**src/rtl/dmem_pkg.sv**
```systemverilog
// dmem_pkg: shared sizes, FSM encoding and lane masks for the data-memory access controller.
// The misaligned() helper is used only when DMEM_ALIGN_CHECK_EN is defined.
package dmem_pkg;
    localparam int DATA_W = 32;

    localparam logic [1:0] SIZE_BYTE = 2'b00;
    localparam logic [1:0] SIZE_HALF = 2'b01;
    localparam logic [1:0] SIZE_WORD = 2'b10;
    localparam logic [1:0] SIZE_ILL  = 2'b11;

    typedef enum logic [1:0] {
        S_IDLE   = 2'b00,
        S_ACCESS = 2'b01,
        S_WAIT   = 2'b10,
        S_RESP   = 2'b11
    } state_t;

    localparam logic [3:0] LANE_B0  = 4'b0001;
    localparam logic [3:0] LANE_HLO = 4'b0011;
    localparam logic [3:0] LANE_HHI = 4'b1100;
    localparam logic [3:0] LANE_ALL = 4'b1111;

    function automatic logic misaligned(input logic [1:0] size, input logic [1:0] off);
        return (size == SIZE_HALF && off[0]) || (size == SIZE_WORD && off != 2'b00);
    endfunction
endpackage

```
**src/rtl/dmem_if.sv**
```systemverilog
// dmem_if: request/response and RAM-side signals of the data-memory access controller.
interface dmem_if #(
    parameter int ADDR_W = 32,
    parameter int DATA_W = 32
);
    logic              req_valid;
    logic              req_ready;
    logic              req_we;
    logic [1:0]        req_size;
    logic              req_unsigned;
    logic [ADDR_W-1:0] req_addr;
    logic [DATA_W-1:0] req_wdata;
    logic              rsp_valid;
    logic [DATA_W-1:0] rsp_rdata;
    logic              rsp_err;
    logic              stall;
    logic              ram_en;
    logic [3:0]        ram_we;
    logic [ADDR_W-1:0] ram_addr;
    logic [DATA_W-1:0] ram_din;
    logic [DATA_W-1:0] ram_dout;

    modport slave (
        input  req_valid, req_we, req_size, req_unsigned, req_addr, req_wdata, ram_dout,
        output req_ready, rsp_valid, rsp_rdata, rsp_err, stall, ram_en, ram_we, ram_addr, ram_din
    );

    modport master (
        output req_valid, req_we, req_size, req_unsigned, req_addr, req_wdata, ram_dout,
        input  req_ready, rsp_valid, rsp_rdata, rsp_err, stall, ram_en, ram_we, ram_addr, ram_din
    );
endinterface

```
**src/rtl/dmem_lane_align.sv**
```systemverilog
// dmem_lane_align: byte-lane strobes/replication for stores and extract/extend for loads.
module dmem_lane_align import dmem_pkg::*; (
    input  logic [1:0]        size,
    input  logic [1:0]        off,
    input  logic              uns,
    input  logic [DATA_W-1:0] wdata,
    input  logic [DATA_W-1:0] dout,
    output logic [3:0]        we,
    output logic [DATA_W-1:0] din,
    output logic [DATA_W-1:0] rdata
);
    logic [7:0]  b;
    logic [15:0] h;

    // Stores replicate the datum across lanes; loads pick the addressed field and extend it.
    always_comb begin
        b     = dout[8*off +: 8];
        h     = dout[16*off[1] +: 16];
        we    = size == SIZE_BYTE ? LANE_B0 << off :
                size == SIZE_HALF ? (off[1] ? LANE_HHI : LANE_HLO) :
                size == SIZE_WORD ? LANE_ALL : 4'b0000;
        din   = size == SIZE_BYTE ? {4{wdata[7:0]}} :
                size == SIZE_HALF ? {2{wdata[15:0]}} : wdata;
        rdata = size == SIZE_BYTE ? {{24{b[7] & ~uns}}, b} :
                size == SIZE_HALF ? {{16{h[15] & ~uns}}, h} : dout;
    end
endmodule

```
**src/rtl/dmem_access_ctrl.sv**
```systemverilog
// dmem_access_ctrl: MEM-stage load/store controller in front of a synchronous data RAM.
// rst is asynchronous active-low. Define DMEM_ALIGN_CHECK_EN to reject misaligned half/word accesses.
module dmem_access_ctrl import dmem_pkg::*; #(
    parameter int ADDR_W  = 32,
    parameter int RAM_LAT = 1
) (
    input logic     clk,
    input logic     rst,
    dmem_if.slave   bus
);
    state_t            state_q, state_d;
    logic              we_q, we_d, uns_q, uns_d, err_q, err_d;
    logic [1:0]        size_q, size_d, off_q, off_d, cnt_q, cnt_d;
    logic              ready_q, ready_d, stall_q, stall_d;
    logic              rsp_valid_q, rsp_valid_d, rsp_err_q, rsp_err_d, ram_en_q, ram_en_d;
    logic [DATA_W-1:0] rdata_q, rdata_d, ram_din_q, ram_din_d;
    logic [3:0]        ram_we_q, ram_we_d;
    logic [ADDR_W-1:0] ram_addr_q, ram_addr_d;
    logic              req_bad, accept;
    logic [1:0]        al_size, al_off;
    logic [3:0]        al_we;
    logic [DATA_W-1:0] al_din, al_rdata;

    // A request that can never touch the RAM is diverted straight to the error response.
    always_comb begin
`ifdef DMEM_ALIGN_CHECK_EN
        req_bad = bus.req_size == SIZE_ILL || misaligned(bus.req_size, bus.req_addr[1:0]);
`else
        req_bad = bus.req_size == SIZE_ILL;
`endif
    end

    assign accept  = state_q == S_IDLE && bus.req_valid;
    assign al_size = state_q == S_IDLE ? bus.req_size : size_q;
    assign al_off  = state_q == S_IDLE ? bus.req_addr[1:0] : off_q;

    dmem_lane_align u_align (
        .size  (al_size),
        .off   (al_off),
        .uns   (uns_q),
        .wdata (bus.req_wdata),
        .dout  (bus.ram_dout),
        .we    (al_we),
        .din   (al_din),
        .rdata (al_rdata)
    );

    // Next state, request latch and RAM latency counter.
    always_comb begin
        state_d = state_q;
        we_d    = we_q;
        uns_d   = uns_q;
        err_d   = err_q;
        size_d  = size_q;
        off_d   = off_q;
        cnt_d   = cnt_q;
        case (state_q)
            S_IDLE: if (bus.req_valid) begin
                we_d    = bus.req_we;
                uns_d   = bus.req_unsigned;
                err_d   = req_bad;
                size_d  = bus.req_size;
                off_d   = bus.req_addr[1:0];
                state_d = req_bad ? S_RESP : S_ACCESS;
            end
            S_ACCESS: begin
                state_d = we_q ? S_RESP : S_WAIT;
                cnt_d   = 2'(RAM_LAT - 1);
            end
            S_WAIT: begin
                state_d = cnt_q == 2'd0 ? S_RESP : S_WAIT;
                cnt_d   = cnt_q - 2'd1;
            end
            default: state_d = S_IDLE;
        endcase
    end

    // Port values are computed from the next state so every output comes straight from a flop.
    always_comb begin
        ready_d     = state_d == S_IDLE;
        stall_d     = state_d != S_IDLE;
        ram_en_d    = state_d == S_ACCESS;
        ram_we_d    = accept && !req_bad && bus.req_we ? al_we : 4'b0000;
        ram_addr_d  = accept && !req_bad ? {bus.req_addr[ADDR_W-1:2], 2'b00} : ram_addr_q;
        ram_din_d   = accept && !req_bad && bus.req_we ? al_din : ram_din_q;
        rsp_valid_d = state_d == S_RESP;
        rsp_err_d   = state_d == S_RESP && err_d;
        rdata_d     = state_q == S_WAIT && state_d == S_RESP ? al_rdata : '0;
    end

    // State and output registers; reset abandons any access in flight.
    always_ff @(posedge clk or negedge rst) begin
        if (!rst) begin
            state_q     <= S_IDLE;
            we_q        <= 1'b0;
            uns_q       <= 1'b0;
            err_q       <= 1'b0;
            size_q      <= SIZE_BYTE;
            off_q       <= 2'b00;
            cnt_q       <= 2'b00;
            ready_q     <= 1'b1;
            stall_q     <= 1'b0;
            ram_en_q    <= 1'b0;
            ram_we_q    <= 4'b0000;
            ram_addr_q  <= '0;
            ram_din_q   <= '0;
            rsp_valid_q <= 1'b0;
            rsp_err_q   <= 1'b0;
            rdata_q     <= '0;
        end else begin
            state_q     <= state_d;
            we_q        <= we_d;
            uns_q       <= uns_d;
            err_q       <= err_d;
            size_q      <= size_d;
            off_q       <= off_d;
            cnt_q       <= cnt_d;
            ready_q     <= ready_d;
            stall_q     <= stall_d;
            ram_en_q    <= ram_en_d;
            ram_we_q    <= ram_we_d;
            ram_addr_q  <= ram_addr_d;
            ram_din_q   <= ram_din_d;
            rsp_valid_q <= rsp_valid_d;
            rsp_err_q   <= rsp_err_d;
            rdata_q     <= rdata_d;
        end
    end

    assign bus.req_ready = ready_q;
    assign bus.stall     = stall_q;
    assign bus.ram_en    = ram_en_q;
    assign bus.ram_we    = ram_we_q;
    assign bus.ram_addr  = ram_addr_q;
    assign bus.ram_din   = ram_din_q;
    assign bus.rsp_valid = rsp_valid_q;
    assign bus.rsp_err   = rsp_err_q;
    assign bus.rsp_rdata = rdata_q;
endmodule
```
**src/flat_wrapper.sv**
```systemverilog
// flat-port wrapper written by rule: the top's interface ports become plain ports
module dmem_access_ctrl_flat import dmem_pkg::*;
#(
    parameter int ADDR_W  = 32,
    parameter int RAM_LAT = 1
)
  (clk, rst, bus_req_valid, bus_req_we, bus_req_size, bus_req_unsigned, bus_req_addr, bus_req_wdata, bus_ram_dout, bus_req_ready, bus_rsp_valid, bus_rsp_rdata, bus_rsp_err, bus_stall, bus_ram_en, bus_ram_we, bus_ram_addr, bus_ram_din);
  dmem_if #(.ADDR_W(ADDR_W)) bus_i ();
  input logic clk;
  input logic rst;
  input wire logic [$bits(bus_i.req_valid)-1:0] bus_req_valid;
  input wire logic [$bits(bus_i.req_we)-1:0] bus_req_we;
  input wire logic [$bits(bus_i.req_size)-1:0] bus_req_size;
  input wire logic [$bits(bus_i.req_unsigned)-1:0] bus_req_unsigned;
  input wire logic [$bits(bus_i.req_addr)-1:0] bus_req_addr;
  input wire logic [$bits(bus_i.req_wdata)-1:0] bus_req_wdata;
  input wire logic [$bits(bus_i.ram_dout)-1:0] bus_ram_dout;
  output wire logic [$bits(bus_i.req_ready)-1:0] bus_req_ready;
  output wire logic [$bits(bus_i.rsp_valid)-1:0] bus_rsp_valid;
  output wire logic [$bits(bus_i.rsp_rdata)-1:0] bus_rsp_rdata;
  output wire logic [$bits(bus_i.rsp_err)-1:0] bus_rsp_err;
  output wire logic [$bits(bus_i.stall)-1:0] bus_stall;
  output wire logic [$bits(bus_i.ram_en)-1:0] bus_ram_en;
  output wire logic [$bits(bus_i.ram_we)-1:0] bus_ram_we;
  output wire logic [$bits(bus_i.ram_addr)-1:0] bus_ram_addr;
  output wire logic [$bits(bus_i.ram_din)-1:0] bus_ram_din;
  assign bus_i.req_valid = bus_req_valid;
  assign bus_i.req_we = bus_req_we;
  assign bus_i.req_size = bus_req_size;
  assign bus_i.req_unsigned = bus_req_unsigned;
  assign bus_i.req_addr = bus_req_addr;
  assign bus_i.req_wdata = bus_req_wdata;
  assign bus_i.ram_dout = bus_ram_dout;
  assign bus_req_ready = bus_i.req_ready;
  assign bus_rsp_valid = bus_i.rsp_valid;
  assign bus_rsp_rdata = bus_i.rsp_rdata;
  assign bus_rsp_err = bus_i.rsp_err;
  assign bus_stall = bus_i.stall;
  assign bus_ram_en = bus_i.ram_en;
  assign bus_ram_we = bus_i.ram_we;
  assign bus_ram_addr = bus_i.ram_addr;
  assign bus_ram_din = bus_i.ram_din;
  dmem_access_ctrl #(.ADDR_W(ADDR_W), .RAM_LAT(RAM_LAT)) u_core (.clk(clk), .rst(rst), .bus(bus_i));
endmodule
```
**config.mk**
```make
export PLATFORM = sky130hd
export DESIGN_NAME = dmem_access_ctrl_flat
export DESIGN_NICKNAME = d
export VERILOG_FILES = /design/src/rtl/dmem_pkg.sv /design/src/rtl/dmem_if.sv /design/src/rtl/dmem_lane_align.sv /design/src/rtl/dmem_access_ctrl.sv /design/src/flat_wrapper.sv
export SDC_FILE = /design/constraint.sdc
export NUM_CORES = 1
export LEC_CHECK = 0
export CORE_ASPECT_RATIO = 0.7
export CORE_MARGIN = 4
export CORE_UTILIZATION = 48
export DETAILED_ROUTE_END_ITERATION = 8
export HOLD_SLACK_MARGIN = 0.06
export PLACE_DENSITY_LB_ADDON = 0.1
export RECOVER_POWER = 100
export SYNTH_ARGS = -nofsm -noshare
export SYNTH_HDL_FRONTEND = slang
export SYNTH_SLANG_ARGS = --single-unit
```
**constraint.sdc**
```tcl
create_clock -name clk -period 4.66 [get_ports clk]
set_input_delay 1.165 -clock clk [delete_from_list [all_inputs] [get_ports clk]]
set_output_delay 1.165 -clock clk [all_outputs]
set_load 0.1 [all_outputs]
```
==> impl_metrics.tcl, run 1 <==
set metrics [dict create \
    status "finished, violations left" \
    violations "capacitance limit, slew limit" \
    multi_input_area_sq_mm 0.00226 \
    finalClockSkew_ps 5.98 \
    ant_nets 0 \
    r2r_slack_ps 1050 \
    initial_core_util_pct 49.0 \
    drive_gt1_share_pct 14.5 \
    overflow 0 \
    finalNetCount 758 \
    hold_path_class "reg2reg" \
    required_ps 4940 \
    coreArea_sq_mm 0.0110 \
    cts_buffer_depth 2 \
    syn_inst 451 \
    clockRootBuffer "clkbuf_16" \
    stdcell_area_sq_mm 0.00809 \
    numCtsBuffers 17 \
    grt_busiest_layer "met2" \
    endpoint_kind "flip-flop" \
    cp.arrival_ps 4050 \
    post_dp_cell_area_sq_mm 0.00749 \
    final_cells 815 \
    die_x_um 135 \
    grt_use_met1_pct 32.3 \
    fp.dieH_um 96.7 \
    synth-seq-cells 114 \
    cts_tree "yes" \
    drt_iter0_drc 325 \
    startpoint_type "input pin" \
    dr.pass1.iters 5 \
    clock-sinks 114 \
    io_pins 208 \
    fillers 741 \
    clkTransAtPathRegs_ps 50 \
    via_per_inst 5.48 \
    h-tree-depth 4 \
    crit_type "in2reg" \
    maxSlewViolCount 64 \
    met3_usage_pct 8.58 \
    fin_tns_setup_ps 0 \
    synthFlopType "dfrtp_1" \
    fin_crit_ps 3770 \
    r2r-start "u_core.state_q[0]$_DFF_PN0_" \
    fin_ws_ps 890 \
    cts_resized 0 \
    grt_pass1_vias 4629 \
    synthArstFlopShare_pct 100 \
    place_ws_ps 1030 \
    placed_cells 783 \
    clk-insertion-delay-late_ps 400 \
    hold_start "u_core.bus.ram_din[22]$_DFFE_PN0P_" \
    whs_path_depth 2 \
    rsz0062_at_grt "no" \
    wl_per_cell_um 19.3 \
    slew_headroom_pct -9.45 \
    cts_setup_buffers 0 \
    hold_buffers 0 \
    avgSynthCellArea_sq_um 12.0 \
    ys_types 51 \
    crit_path_max_fanout 35 \
    timing.fmax_mhz 265 \
    drv_cap 3 \
    vias 4468 \
    drc_errors 0 \
    worstReg2RegEnd "u_core.bus.rsp_rdata[18]$_DFF_PN0_" \
    synth_area_sq_mm 0.00540 \
    place.gp.congestion 0.866 \
    met2_usage_pct 37.5 \
    worst_slew_pin_slew_ps 1640 \
    register_area_sq_mm 0.00285 \
    diodes 0 \
    io_buffers 205 \
    setup_viol 0 \
    ys_warn_count 0 \
    grt_max_degree 58 \
    antenna_found_initial 0 \
    postRouteWirelength_um 15700 \
    fp.dieArea_sq_mm 0.0130 \
    finalHoldViolCount 0 \
    synth-seq-area-share_pct 52.9 \
    num_rows 32 \
    layout_common_cells "dfrtp_1, dlygate4sd3_1, clkdlybuf4s50_1" \
    grt_pass1_wl_um 24800 \
    final_common_cell "dfrtp_1" \
    rr_worst_depth 6 \
    place_hpwl_um 11100 \
    area_growth_pct 49.9 \
    grt_usage_pct 24.1 \
    synth_edf_count 0 \
    whs_endpoint "u_core.bus.ram_din[22]$_DFFE_PN0P_" \
    fin_crit_sh_pct 80.9 \
]
==> worst max-delay path by stage <==
stage | cells past startpoint | from | endpoint
after floorplan | 6 | bus_req_addr[1] | u_core.bus.rsp_rdata[30]$_DFF_PN0_
after global placement | 5 | bus_req_size[1] | u_core.bus.rsp_rdata[16]$_DFF_PN0_
after detailed placement | 5 | bus_req_size[1] | u_core.bus.rsp_rdata[18]$_DFF_PN0_
after CTS | 5 | bus_req_addr[1] | u_core.bus.rsp_rdata[4]$_DFF_PN0_
after global routing | 5 | bus_req_size[1] | u_core.bus.rsp_rdata[30]$_DFF_PN0_
final | 5 | bus_req_size[1] | u_core.bus.rsp_rdata[18]$_DFF_PN0_
==> sequential cells by signal (all words and copies together), names as in the netlist <==
register              cells
u_core.bus.ram_addr      30
u_core.err_q              1
u_core.bus.ram_din       32
u_core.we_q               1
u_core.size_q             2
u_core.bus.rsp_rdata     32
u_core.bus.ram_en         1
u_core.bus.rsp_err        1
u_core.bus.req_ready      1
u_core.cnt_q              2
u_core.bus.ram_we         4
u_core.bus.rsp_valid      1
u_core.bus.stall          1
u_core.state_q            2
u_core.off_q              2
u_core.uns_q              1
==> worst max-delay path: stages <==
cell	delay [ps]
dlygate4sd3_1	710
mux2_1	1140
nor2_4	220
a311o_4	490
a211oi_1	290
==> metal layers <==
metal  wire length [um]  vias up
met3               1520       24
met5                  0        -
met1               6490     2177
met2               7450      218
met4                257        0
li1                   -     2049
==> cells in the mapped netlist, drive strengths merged (2+ instances only) <==
cell type / instances / area [sq um]
a221oi: 8 / 70.1
nor4: 7 / 56.3
a21o: 2 / 15.0
mux2: 53 / 597
a21oi: 8 / 40.0
buf: 17 / 130
and3: 15 / 93.8
mux2i: 34 / 365
nor3: 4 / 20.0
nand3b: 3 / 26.3
nand3: 4 / 20.0
clkbuf: 16 / 61.3
dfrtp: 113 / 2830
inv: 6 / 22.5
a211oi: 38 / 340
ha: 6 / 75.1
nor2: 7 / 33.8
and2: 9 / 56.3
nand2: 51 / 191
or3b: 2 / 17.5
o21ai: 29 / 145
==> cells by family (layout without fill, tap and decap cells) <==
family                     Yosys count  after routing  share of synthesized area (%)
and+or+nand+nor                    109            109                           10.6
muxes                               87             87                           17.8
DFF                                114            114                           52.9
buffers and inverters               39            249                           3.96
other                                1              2                         0.0695
adders and majority gates            6              6                           1.39
AOI/OAI and AO/OA                   95             95                           13.2
==> per-stage QoR <==
step	util, %	hold slack (ps)
final	73.5	474
after global routing	73.5	507
after CTS	74.2	484
after detailed placement	68.1	471
after global placement	68.1	461
after floorplan	-	445
==> final cells by class <==
cell class	instances	share of cell area [%]
sequential	114	35.3
multi-input combinational	299	28.0
inverter	6	0.278
clock inverter	13	2.89
tap	153	2.37
timing repair buffer	211	25.7
clock buffer	19	5.48
Power of run 1 is left out: the tool's default activity adds up to more than one toggle a clock period on the data nets, which glitch-free logic cannot reach.
==> inputs of run 2 (changes only) <==
CORE_UTILIZATION = 40   (was 48)
clock period = 3.05 ns   (was 4.66 ns; I/O delays follow)
==> impl_metrics.tcl, run 2 (synthesis results as in run 1) <==
set metrics [dict create \
    io_buffers 205 \
    multi_input_area_sq_mm 0.00228 \
    cts_buffer_depth 2 \
    h-tree-depth 4 \
    clk-insertion-delay-late_ps 400 \
    die_x_um 147 \
    grt_pass1_vias 4339 \
    clock-sinks 114 \
    via_per_inst 5.05 \
    setup_viol 0 \
    fillers 1177 \
    place_hpwl_um 11500 \
    status "finished, violations left" \
    diodes 0 \
    startpoint_type "flip-flop" \
    fp.dieArea_sq_mm 0.0154 \
    fin_tns_setup_ps 0 \
    coreArea_sq_mm 0.0132 \
    crit_type "reg2reg" \
    overflow 0 \
    finalClockSkew_ps 8.36 \
    hold_buffers 0 \
    finalNetCount 768 \
    timing.fmax_mhz 361 \
    area_growth_pct 40.4 \
    grt_usage_pct 20.2 \
    place.gp.congestion 0.846 \
    violations "capacitance limit, slew limit" \
    drc_errors 0 \
    drt_iter0_drc 174 \
    ant_nets 0 \
    final_common_cell "dfrtp_1" \
    fin_crit_sh_pct 90.9 \
    finalHoldViolCount 0 \
    cp.arrival_ps 3020 \
    numCtsBuffers 17 \
    wl_per_cell_um 18.3 \
    rsz0062_at_grt "no" \
    maxSlewViolCount 40 \
    hold_path_class "reg2reg" \
    dr.pass1.iters 4 \
    register_area_sq_mm 0.00285 \
    rr_worst_depth 7 \
    slew_headroom_pct -53.0 \
    drv_cap 1 \
    endpoint_kind "flip-flop" \
    num_rows 35 \
    crit_path_max_fanout 21 \
    io_pins 208 \
    whs_path_depth 2 \
    worst_slew_pin_slew_ps 2290 \
    vias 4328 \
    layout_common_cells "dfrtp_1, clkbuf_1, clkdlybuf4s50_1" \
    clockRootBuffer "clkbuf_16" \
    cts_setup_buffers 0 \
    drive_gt1_share_pct 16.7 \
    required_ps 3290 \
    postRouteWirelength_um 15700 \
    cts_resized 0 \
    initial_core_util_pct 40.9 \
    fin_crit_ps 2770 \
    grt_max_degree 58 \
    clkTransAtPathRegs_ps 60 \
    cts_tree "yes" \
    fp.dieH_um 105 \
    grt_pass1_wl_um 24500 \
    antenna_found_initial 0 \
]
## run 2: changes by cell type in the layout (fill, tap and decap cells not counted), moves of 3 or more
cell,change
buf_12,+3
buf_4,+7
clkbuf_1,+99
dlygate4sd3_1,-103
## run 2: final timing paths
check / startpoint / end / slack [ps]
max in group asynchronous: rst / u_core.bus.ram_addr[18]$_DFFE_PN0N_ / 610
worst max-delay path: u_core.state_q[0]$_DFF_PN0_ / u_core.bus.ram_din[27]$_DFFE_PN0P_ / 280
min in group asynchronous: rst / u_core.bus.ram_en$_DFF_PN0_ / 1040
worst min-delay path: u_core.bus.ram_din[10]$_DFFE_PN0P_ / u_core.bus.ram_din[10]$_DFFE_PN0P_ / 480
worst max register to register: u_core.state_q[0]$_DFF_PN0_ / u_core.bus.ram_din[27]$_DFFE_PN0P_ / 280
worst min register to register: u_core.bus.ram_din[10]$_DFFE_PN0P_ / u_core.bus.ram_din[10]$_DFFE_PN0P_ / 480
## run 2: area by class of cell
class,count,area share (%)
well taps,185,3.05
multi-input cells,299,30.1
inverters,6,0.297
repair buffers,221,20.5
clock buffers,19,5.98
clock inverters,13,2.41
flip-flops and latches,114,37.7
## run 2: routing by layer
layer	track usage (%)	share of wire, %
met5	0	0
met3	6.76	9.2
met2	29.1	43
met4	4.70	0.73
met1	29.5	47
## run 2: through the flow
| stage | utilization [%] | setup slack (ps) | cell area (sq um) | instances | hold slack (ps) |
|---|---|---|---|---|---|
| floorplan | - | 952 | 5400 | 452 | 445 |
| global placement | 56.2 | 334 | 7400 | 825 | 464 |
| detailed placement | 56.2 | 294 | 7400 | 825 | 472 |
| CTS | 61.0 | 241 | 8040 | 857 | 353 |
| global route | 57.5 | 78.7 | 7580 | 857 | 501 |
| finish | 57.5 | 276 | 7580 | 857 | 476 |
## run 2: critical path, stage by stage, from the launching register on
cell and delay, ps:
dfrtp_1 420, inv_1 120, ha_1 730, mux2_1 480, clkbuf_4 310, and2_0 240
a221oi_1 210, o21ai_0 100
Power of run 2 is left out for the same reason.
==> inputs of run 3 (changes only) <==
--- a/constraint.sdc
+++ b/constraint.sdc
@@ -3,2 +3,2 @@
 set_output_delay 0.7625 -clock clk [all_outputs]
-set_load 0.1 [all_outputs]
+set_load 0.005 [all_outputs]
==> impl_metrics.tcl, run 3 (synthesis results as in run 1) <==
set metrics [dict create \
    status "finished, violations left" \
    violations "capacitance limit, slew limit" \
    grt_usage_pct 20.5 \
    grt_pass1_wl_um 25000 \
    cts_resized 0 \
    fp.dieArea_sq_mm 0.0154 \
    num_rows 35 \
    ir_worst_vdd_v 0.000463 \
    finalHoldViolCount 0 \
    io_pins 208 \
    cts_tree "yes" \
    grt_max_degree 58 \
    cts_buffer_depth 2 \
    fin_ws_ps 234 \
    fin_crit_sh_pct 92.3 \
    clockRootBuffer "clkbuf_16" \
    power_frac_comb_pct 45.0 \
    postRouteWirelength_um 16000 \
    p_per_area_mw_per_mm2 968 \
    stdcell_area_sq_mm 0.00816 \
    place_ws_ps 294 \
    final_cells 859 \
    finalClockSkew_ps 7.21 \
    timing.fmax_mhz 355 \
    fin_tns_setup_ps 0 \
    endpoint_kind "flip-flop" \
    p_clk_share_pct 24.5 \
    power_frac_seq_pct 30.5 \
    p_int_mw 5.22 \
    diodes 0 \
    hold_path_class "reg2reg" \
    finalNetCount 770 \
    clk-insertion-delay-late_ps 400 \
    die_x_um 147 \
    drc_errors 0 \
    rsz0062_at_grt "no" \
    area_growth_pct 51.2 \
    final_common_cell "dfrtp_1" \
    clkTransAtPathRegs_ps 60 \
    placed_cells 827 \
    cp.arrival_ps 3110 \
    hold_buffers 0 \
    layout_common_cells "dfrtp_1, dlygate4sd3_1, clkdlybuf4s50_1" \
    via_per_inst 5.12 \
    required_ps 3350 \
    dr.pass1.iters 4 \
    slew_headroom_pct -43.9 \
    place_hpwl_um 11600 \
    crit_type "reg2reg" \
    setup_viol 0 \
    ant_nets 0 \
    drt_iter0_drc 195 \
    drv_cap 1 \
    coreArea_sq_mm 0.0132 \
    startpoint_type "flip-flop" \
    h-tree-depth 4 \
    switching_power_mw 2.68 \
    overflow 0 \
    post_dp_cell_area_sq_mm 0.00767 \
    fp.dieH_um 105 \
    fin_crit_ps 2820 \
    crit_path_max_fanout 16 \
    antenna_found_initial 0 \
    maxSlewViolCount 37 \
    clock-sinks 114 \
    worst_slew_pin_slew_ps 2160 \
    drive_gt1_share_pct 16.3 \
    numCtsBuffers 17 \
    p_leak_nw 3.66 \
    place.gp.congestion 0.836 \
    grt_pass1_vias 4457 \
    initial_core_util_pct 40.9 \
    cts_setup_buffers 0 \
    fin_hold_ws_ps 472 \
    wl_per_cell_um 18.6 \
    io_buffers 205 \
    switching_share_pct 34.0 \
    vias 4402 \
]
-- run 3: cell count changes in the layout (fill, tap and decap cells not counted), sizes merged --
cell and change:
bufinv -2, clkinv +2, clkbuf -101, dlygate4sd3 +103
-- run 3: power by group through the flow --
stage | Clock, mW | Combinational, mW | Sequential (mW)
CTS | 1.98 | 3.87 | 2.44
global route | 2.06 | 3.86 | 2.48
global placement | 0 | 3.79 | 2.43
detailed placement | 0 | 3.85 | 2.46
floorplan | 0 | 2.05 | 2.45
finish | 1.93 | 3.56 | 2.41
-- run 3: layer usage --
metal | global-route usage [%] | vias up | part of all wire (%)
li1 | - | 2072 | -
met1 | 29.2 | 2110 | 46
met5 | 0 | - | 0
met2 | 29.7 | 205 | 44
met3 | 7.46 | 15 | 9.3
met4 | 5.23 | 0 | 0.98
-- run 3: path summary, 6_finish.rpt --
kind	slack (ps)	end	cells past startpoint	start
hold / removal	470	u_core.bus.ram_din[24]$_DFFE_PN0P_	2	u_core.bus.ram_din[24]$_DFFE_PN0P_
setup reg to reg	230	u_core.bus.rsp_rdata[30]$_DFF_PN0_	7	u_core.state_q[1]$_DFF_PN0_
setup / recovery	230	u_core.bus.rsp_rdata[30]$_DFF_PN0_	7	u_core.state_q[1]$_DFF_PN0_
min in group asynchronous	980	u_core.bus.ram_en$_DFF_PN0_	1	rst
hold reg to reg	470	u_core.bus.ram_din[24]$_DFFE_PN0P_	2	u_core.bus.ram_din[24]$_DFFE_PN0P_
max in group asynchronous	680	u_core.bus.ram_addr[17]$_DFFE_PN0N_	2	rst
-- run 3: final cells by class --
type	count	area [sq um]
clock buffer	19	443
timing repair buffer	223	2200
tap	185	231
clock inverter	13	136
multi-input combinational	299	2270
inverter	6	22.5
sequential	114	2850
fill	1046	5020
-- run 3: worst max-delay path, stage by stage (launching register included) --
cell and delay [ps]:
dfrtp_1 430, inv_1 120, ha_1 570, clkbuf_1 330, mux2i_4 380, nand2_1 100
a311o_4 490, a211oi_1 290
-- run 3: metrics by stage --
stage / util, % / total power, mW
CTS: 62.6 / 8.29
floorplan: - / 4.51
finish: 61.9 / 7.90
global placement: 58.2 / 6.22
global route: 61.9 / 8.41
detailed placement: 58.2 / 6.31
No activity file was read; power rests on OpenSTA's default activity.
